## src/rtl/hazard_pkg.sv

```systemverilog
// Shared types and constants for the pipeline hazard sequencer.
// Holds the FSM state encoding and the load-use hazard compare.
package hazard_pkg;

    typedef enum logic [1:0] {
        RUN    = 2'd0,
        BUBBLE = 2'd1,
        FLUSH2 = 2'd2
    } hz_state_t;

    localparam logic [4:0] REG_ZERO = 5'd0;

    // x0 is hardwired to zero, so a load targeting it can never create a hazard.
    function automatic logic is_load_use(
        input logic       mem_r,
        input logic [4:0] wr_addr,
        input logic [4:0] rs1_addr,
        input logic       use_rs1,
        input logic [4:0] rs2_addr,
        input logic       use_rs2
    );
        return mem_r && (wr_addr != REG_ZERO) &&
               ((use_rs1 && (wr_addr == rs1_addr)) ||
                (use_rs2 && (wr_addr == rs2_addr)));
    endfunction

endpackage

```

## src/rtl/hazard_ctrl_if.sv

```systemverilog
// Pipeline-side hazard inputs and the stall/flush strobes returned to the pipe.
// The pipeline drives the master side; hazard_ctrl sits on the slave side.
interface hazard_ctrl_if;
    logic [4:0] id_rs1_addr;
    logic [4:0] id_rs2_addr;
    logic       id_use_rs1;
    logic       id_use_rs2;
    logic       ex_mem_r;
    logic [4:0] ex_wr_addr;
    logic       ex_redirect;
    logic       imem_wait;
    logic       dmem_wait;

    logic       pc_write;
    logic       IF_ID_stall;
    logic       IF_ID_flush;
    logic       ID_EX_stall;
    logic       ID_EX_flush;
    logic       EX_MEM_stall;
    logic       MEM_WB_stall;

    modport master (
        output id_rs1_addr, id_rs2_addr, id_use_rs1, id_use_rs2,
               ex_mem_r, ex_wr_addr, ex_redirect, imem_wait, dmem_wait,
        input  pc_write, IF_ID_stall, IF_ID_flush, ID_EX_stall, ID_EX_flush,
               EX_MEM_stall, MEM_WB_stall
    );

    modport slave (
        input  id_rs1_addr, id_rs2_addr, id_use_rs1, id_use_rs2,
               ex_mem_r, ex_wr_addr, ex_redirect, imem_wait, dmem_wait,
        output pc_write, IF_ID_stall, IF_ID_flush, ID_EX_stall, ID_EX_flush,
               EX_MEM_stall, MEM_WB_stall
    );
endinterface

```

## src/rtl/hazard_ctrl_sat_counter.sv

```systemverilog
// Saturating up-counter with synchronous reset and clear.
// Clear takes precedence over a same-cycle increment; the count sticks at all-ones.
module sat_counter #(
    parameter int W = 16
) (
    input  logic         clk,
    input  logic         rst,
    input  logic         clr,
    input  logic         inc,
    output logic [W-1:0] q
);

    always_ff @(posedge clk) begin
        if (rst || clr) begin
            q <= '0;
        end else if (inc && (q != '1)) begin
            q <= q + 1'b1;
        end
    end

endmodule

```

## src/rtl/hazard_ctrl.sv

```systemverilog
// Central 5-stage pipeline sequencer: load-use bubble, two-cycle redirect flush,
// memory-wait freeze, and saturating stall/flush event counters.
//
//   state  | meaning
//   RUN    | normal flow; a load-use hazard inserts one bubble
//   BUBBLE | bubble is in EX; load_use is ignored, pipe advances
//   FLUSH2 | second flush cycle after a taken branch/jump
module hazard_ctrl
    import hazard_pkg::*;
#(
    parameter int CNT_W = 16
) (
    input  logic             clk,
    input  logic             rst,
    hazard_ctrl_if.slave     hz,
    input  logic             cnt_clr,
    output logic [CNT_W-1:0] stall_cnt,
    output logic [CNT_W-1:0] flush_cnt
);

    hz_state_t state;
    hz_state_t state_nxt;

    logic freeze;
    logic load_use;
    logic redirect_taken;

    logic pc_write;
    logic if_id_stall;
    logic if_id_flush;
    logic id_ex_stall;
    logic id_ex_flush;
    logic ex_mem_stall;
    logic mem_wb_stall;

    assign freeze   = hz.imem_wait | hz.dmem_wait;
    assign load_use = is_load_use(hz.ex_mem_r, hz.ex_wr_addr,
                                  hz.id_rs1_addr, hz.id_use_rs1,
                                  hz.id_rs2_addr, hz.id_use_rs2);

    always_ff @(posedge clk) begin
        if (rst) begin
            state <= RUN;
        end else begin
            state <= state_nxt;
        end
    end

    // Priority: reset, freeze, redirect, pending second flush, load-use.
    always_comb begin
        state_nxt      = state;
        pc_write       = 1'b0;
        if_id_stall    = 1'b0;
        if_id_flush    = 1'b0;
        id_ex_stall    = 1'b0;
        id_ex_flush    = 1'b0;
        ex_mem_stall   = 1'b0;
        mem_wb_stall   = 1'b0;
        redirect_taken = 1'b0;

        if (rst) begin
            state_nxt = RUN;
        end else if (freeze) begin
            if_id_stall  = 1'b1;
            id_ex_stall  = 1'b1;
            ex_mem_stall = 1'b1;
            mem_wb_stall = 1'b1;
        end else if (hz.ex_redirect) begin
            pc_write       = 1'b1;
            if_id_flush    = 1'b1;
            id_ex_flush    = 1'b1;
            redirect_taken = 1'b1;
            state_nxt      = FLUSH2;
        end else begin
            case (state)
                FLUSH2: begin
                    pc_write    = 1'b1;
                    if_id_flush = 1'b1;
                    id_ex_flush = 1'b1;
                    state_nxt   = RUN;
                end
                BUBBLE: begin
                    pc_write  = 1'b1;
                    state_nxt = RUN;
                end
                default: begin
                    if (load_use) begin
                        if_id_stall = 1'b1;
                        id_ex_stall = 1'b1;
                        state_nxt   = BUBBLE;
                    end else begin
                        pc_write  = 1'b1;
                        state_nxt = RUN;
                    end
                end
            endcase
        end
    end

    assign hz.pc_write     = pc_write;
    assign hz.IF_ID_stall  = if_id_stall;
    assign hz.IF_ID_flush  = if_id_flush;
    assign hz.ID_EX_stall  = id_ex_stall;
    assign hz.ID_EX_flush  = id_ex_flush;
    assign hz.EX_MEM_stall = ex_mem_stall;
    assign hz.MEM_WB_stall = mem_wb_stall;

    sat_counter #(.W(CNT_W)) u_stall_cnt (
        .clk (clk),
        .rst (rst),
        .clr (cnt_clr),
        .inc (~pc_write),
        .q   (stall_cnt)
    );

    sat_counter #(.W(CNT_W)) u_flush_cnt (
        .clk (clk),
        .rst (rst),
        .clr (cnt_clr),
        .inc (redirect_taken),
        .q   (flush_cnt)
    );

endmodule

```

## src/flat_wrapper.sv

```systemverilog
// flat-port wrapper written by rule: the top's interface ports become plain ports
module hazard_ctrl_flat import hazard_pkg::*;
#(
    parameter int CNT_W = 16
)
  (clk, rst, cnt_clr, stall_cnt, flush_cnt, hz_id_rs1_addr, hz_id_rs2_addr, hz_id_use_rs1, hz_id_use_rs2, hz_ex_mem_r, hz_ex_wr_addr, hz_ex_redirect, hz_imem_wait, hz_dmem_wait, hz_pc_write, hz_IF_ID_stall, hz_IF_ID_flush, hz_ID_EX_stall, hz_ID_EX_flush, hz_EX_MEM_stall, hz_MEM_WB_stall);
  hazard_ctrl_if hz_i ();
  input  logic clk;
  input  logic rst;
  input  logic cnt_clr;
  output logic [CNT_W-1:0] stall_cnt;
  output logic [CNT_W-1:0] flush_cnt;
  input wire logic [$bits(hz_i.id_rs1_addr)-1:0] hz_id_rs1_addr;
  input wire logic [$bits(hz_i.id_rs2_addr)-1:0] hz_id_rs2_addr;
  input wire logic [$bits(hz_i.id_use_rs1)-1:0] hz_id_use_rs1;
  input wire logic [$bits(hz_i.id_use_rs2)-1:0] hz_id_use_rs2;
  input wire logic [$bits(hz_i.ex_mem_r)-1:0] hz_ex_mem_r;
  input wire logic [$bits(hz_i.ex_wr_addr)-1:0] hz_ex_wr_addr;
  input wire logic [$bits(hz_i.ex_redirect)-1:0] hz_ex_redirect;
  input wire logic [$bits(hz_i.imem_wait)-1:0] hz_imem_wait;
  input wire logic [$bits(hz_i.dmem_wait)-1:0] hz_dmem_wait;
  output wire logic [$bits(hz_i.pc_write)-1:0] hz_pc_write;
  output wire logic [$bits(hz_i.IF_ID_stall)-1:0] hz_IF_ID_stall;
  output wire logic [$bits(hz_i.IF_ID_flush)-1:0] hz_IF_ID_flush;
  output wire logic [$bits(hz_i.ID_EX_stall)-1:0] hz_ID_EX_stall;
  output wire logic [$bits(hz_i.ID_EX_flush)-1:0] hz_ID_EX_flush;
  output wire logic [$bits(hz_i.EX_MEM_stall)-1:0] hz_EX_MEM_stall;
  output wire logic [$bits(hz_i.MEM_WB_stall)-1:0] hz_MEM_WB_stall;
  assign hz_i.id_rs1_addr = hz_id_rs1_addr;
  assign hz_i.id_rs2_addr = hz_id_rs2_addr;
  assign hz_i.id_use_rs1 = hz_id_use_rs1;
  assign hz_i.id_use_rs2 = hz_id_use_rs2;
  assign hz_i.ex_mem_r = hz_ex_mem_r;
  assign hz_i.ex_wr_addr = hz_ex_wr_addr;
  assign hz_i.ex_redirect = hz_ex_redirect;
  assign hz_i.imem_wait = hz_imem_wait;
  assign hz_i.dmem_wait = hz_dmem_wait;
  assign hz_pc_write = hz_i.pc_write;
  assign hz_IF_ID_stall = hz_i.IF_ID_stall;
  assign hz_IF_ID_flush = hz_i.IF_ID_flush;
  assign hz_ID_EX_stall = hz_i.ID_EX_stall;
  assign hz_ID_EX_flush = hz_i.ID_EX_flush;
  assign hz_EX_MEM_stall = hz_i.EX_MEM_stall;
  assign hz_MEM_WB_stall = hz_i.MEM_WB_stall;
  hazard_ctrl #(.CNT_W(CNT_W)) u_core (.clk(clk), .rst(rst), .hz(hz_i), .cnt_clr(cnt_clr), .stall_cnt(stall_cnt), .flush_cnt(flush_cnt));
endmodule
```

## config.mk

```make
export PLATFORM = sky130hd
export DESIGN_NAME = hazard_ctrl_flat
export DESIGN_NICKNAME = d
export VERILOG_FILES = /design/src/rtl/hazard_pkg.sv /design/src/rtl/hazard_ctrl_if.sv /design/src/rtl/hazard_ctrl_sat_counter.sv /design/src/rtl/hazard_ctrl.sv /design/src/flat_wrapper.sv
export SDC_FILE = /design/constraint.sdc
export NUM_CORES = 1
export LEC_CHECK = 0
export BUFFER_PORTS_ARGS = -buffer_cell sky130_fd_sc_hd__buf_4
export CAP_MARGIN = 20
export CORE_ASPECT_RATIO = 1.4
export CORE_MARGIN = 2
export CORE_UTILIZATION = 47
export CTS_BUF_LIST = sky130_fd_sc_hd__clkbuf_4
export DETAILED_ROUTE_END_ITERATION = 8
export PLACE_DENSITY = 0.82
export SLEW_MARGIN = 20
export SYNTH_ARGS = -nofsm -noshare
export SYNTH_HDL_FRONTEND = slang
export SYNTH_SLANG_ARGS = --single-unit
```

## constraint.sdc

```tcl
create_clock -name clk -period 2.3 [get_ports clk]
set_clock_uncertainty 0.2 [all_clocks]
set_input_delay 0.23 -clock clk [delete_from_list [all_inputs] [get_ports clk]]
set_output_delay 0.23 -clock clk [all_outputs]
set_load 0.02 [all_outputs]
```

==> run metrics <==
antenna violations before repair 0; Placement Cell Area roughly 2400 um^2; sequential share of power 0.503; drt drc 0; Synth Area per Inst 8.21 um^2; f_max between 400 and 500 MHz; drt total wl 4570 um; Max Cap Viol 0; clock sink total 34; CTS tree yes; global-route wire length before repair between 7000 and 8000 um; initial core utilization 0.496; Comb power frac 0.125; total number of vias 1,884; YS warnings 0; Power Dens Cells roughly 460 nW/um^2; Tcrit/Tclk final 0.958; Final Instance Count excl. Fillers 345; worst IR drop on VDD between 0.0005 and 0.0006 V; Setup crit end kind flip-flop; Worst EP required approximately 2.3 ns; Int Pwr 892 uW; ys async rst share 0; design area 2580 um^2; H-tree levels 2; status completed; multiplexer share of the synthesized area 0.0110; area share of the largest cell type after synthesis 0.374; Worst Path Buf+Inv 1; largest net degree at the start of global routing 31; Final setup viols 0; total track usage 0.212; post-synthesis compound-gate area fraction 0.124; synth top area cells dfxtp_1 (37%), xnor2_1 (7.7%), nor2_1 (6.2%); crit-path cells nand4_2, or4_4, o32a_1, buf_4, nand4_1, xnor2_1, and2_1; fin. max-slew vios 0; Max-slew headroom 0.615; DP Worst Slack 0.0112 ns; CTS buffer count 5; area delta synth->final 41.7%; Die W about 57 um; sw frac 0.242; Critical-path top delay cell or4_4; top cells by count, synth dfxtp_1 (34), nor2_1 (30), nand2_1 (21), xnor2_1 (16), a21oi_1 (15); XOR/XNOR Fraction of Synth Area 0.135; WL met2 2500 um; Die ar. 4400 um^2; post-synthesis simple-gate area fraction 0.295; Pre-Repair DR Iteration Count 4; Seq/Total Area, Yosys 0.374; via count of the first global-routing pass ~1,800; met1 wire length around 1800 um; crit path DAT 2.23 ns; die height 77.7 um; Top Metal Used met4; adder-cell area share of the yosys netlist 0.0206; Mapped Area 1820 um^2; wire per inst 13.2 um; Final Net Count around 330; cell family contributing the most delay on the critical path simple AND/OR/NAND/NOR gates; Post-synth EDFFs 0; post-synth cell types 37; static leakage about 0.0010 uW; Clock transition at path regs 0.11 ns; top-count cell post-synth dfxtp_1; syn nets 249; Cells after Synth 222; total global routing overflow 0; Boundary Pins 63; CTS Root Cell clkbuf_4; core box area 3680 um^2; final hold vios 0; post-layout min period roughly 2.2 ns; largest family of logic cells by synthesized area simple AND/OR/NAND/NOR gates; fraction of layout cells with a size suffix above 1 0.353; Fin Hold WS around 0.057 ns; Setup WS post-layout 0.0967 ns; Port Buffers 62; Detail Route Antenna Nets 0; Antenna Cells 0; Placer Congestion 0.858; crit-path max FO 4; Final Util 0.702; dominant cell type by area after synthesis dfxtp_1; CP startpoint kind flip-flop; Cells after DPL 331; flop and latch count out of synthesis 34; Max Root-Sink Buffers 2; ys flop type dfxtp_1; vias per cell 5.46; kind of critical path flip-flop to flip-flop; HP Class input port to flip-flop; NetSw 285 uW; RSZ-0062 raised after global routing yes; fraction of power consumed by the clock network 0.372; clk_lat worst skew 0.33 ns; num rows 26; met3 WL 199 um; drt first-iter violations 45; Slowest Stage Delay on Critical Path ~0.49 ns; post-DP HPWL around 3500 um; slew at the pin with the worst max-slew slack 0.577 ns
-- area by class of cell --
type | count | area, um^2
multi-input cells | 176 | 1100
repair buffers | 82 | 631
clock inverters | 3 | 45.0
well taps | 42 | 52.6
clock buffers | 5 | 37.5
inverters | 3 | 11.3
flip-flops and latches | 34 | 699
fillers | 301 | 1090
-- state kept, by name, summed over array words and instances (netlist names) --
name	flops
u_core.u_flush_cnt.q	16
u_core.u_stall_cnt.q	16
u_core.state	2
-- stage by stage --
stage	setup TNS (ns)	total power, uW
finish	0	1180
global route	-0.00147	1240
CTS	0	1190
detailed placement	0	745
global placement	0	743
floorplan	0	683
-- tightest hold or removal path: cells and delay by family --
family / cells / cell delay (ns)
AOI/OAI and AO/OA: 2 / 0.21
buffers and inverters: 1 / 0.11
-- power by group through the flow --
stage / Sequential, uW / Clock [uW] / Combinational (uW)
2_1_floorplan: 610 / 0 / 72.6
3_3_place_gp: 606 / 0 / 136
3_5_place_dp: 607 / 0 / 138
4_1_cts: 593 / 453 / 143
5_1_grt: 593 / 489 / 160
6_report: 592 / 439 / 147
-- logic make-up after synthesis --
logic type	Yosys count
xor gates and xnor gates	28
buffers and inverters	12
muxes	2
adders and majority gates	3
DFF	34
and+or+nand+nor	106
AOI/OAI and AO/OA	37
-- placed cells by master (no fill, tap or decap), types with 2 or more instances in the layout --
cell	instances
buf_4	77
nor2_1	30
dfxtp_1	25
nand2_1	18
xnor2_1	16
a21oi_1	14
xor2_1	12
nand3_1	11
nand4_1	10
or3_1	8
nor3_1	6
o21ai_1	6
dfxtp_2	6
and3_1	5
clkbuf_4	5
o21ai_0	4
inv_1	3
nand2_2	3
o31ai_1	3
or4_1	3
and4_1	3
dlygate4sd3_1	3
dfxtp_4	3
and2_1	2
mux2i_1	2
o21a_1	2
ha_1	2
clkinvlp_4	2
buf_6	2
-- what timing repair did --
item,CTS,global route
hold buffers,3,0
gates resized for setup,0,12
buffers inserted,1,2
pin swaps,1,7
hold endpoints to repair,4,0
setup endpoints to repair,3,16
-- final timing paths --
| check | startpoint | end | slack, ns | depth (start not counted) |
|---|---|---|---|---|
| worst min register to register | u_core.state[0]$_SDFFE_PP0N_ | u_core.state[0]$_SDFFE_PP0N_ | 0.30 | 2 |
| worst max register to register | u_core.u_stall_cnt.q[9]$_SDFFE_PP0P_ | u_core.u_stall_cnt.q[13]$_SDFFE_PP0P_ | 0.1 | 7 |
| worst min-delay path | hz_imem_wait | u_core.state[0]$_SDFFE_PP0N_ | 0.06 | 3 |
| worst max-delay path | u_core.u_stall_cnt.q[9]$_SDFFE_PP0P_ | u_core.u_stall_cnt.q[13]$_SDFFE_PP0P_ | 0.1 | 7 |
-- layer usage --
metal / GRT usage / vias to the layer above
met5: 0 / -
met1: 0.216 / 874
li1: - / 949
met2: 0.400 / 52
met3: 0.0533 / 9
met4: 0.0810 / 0
(Power assumes the default switching activity.)
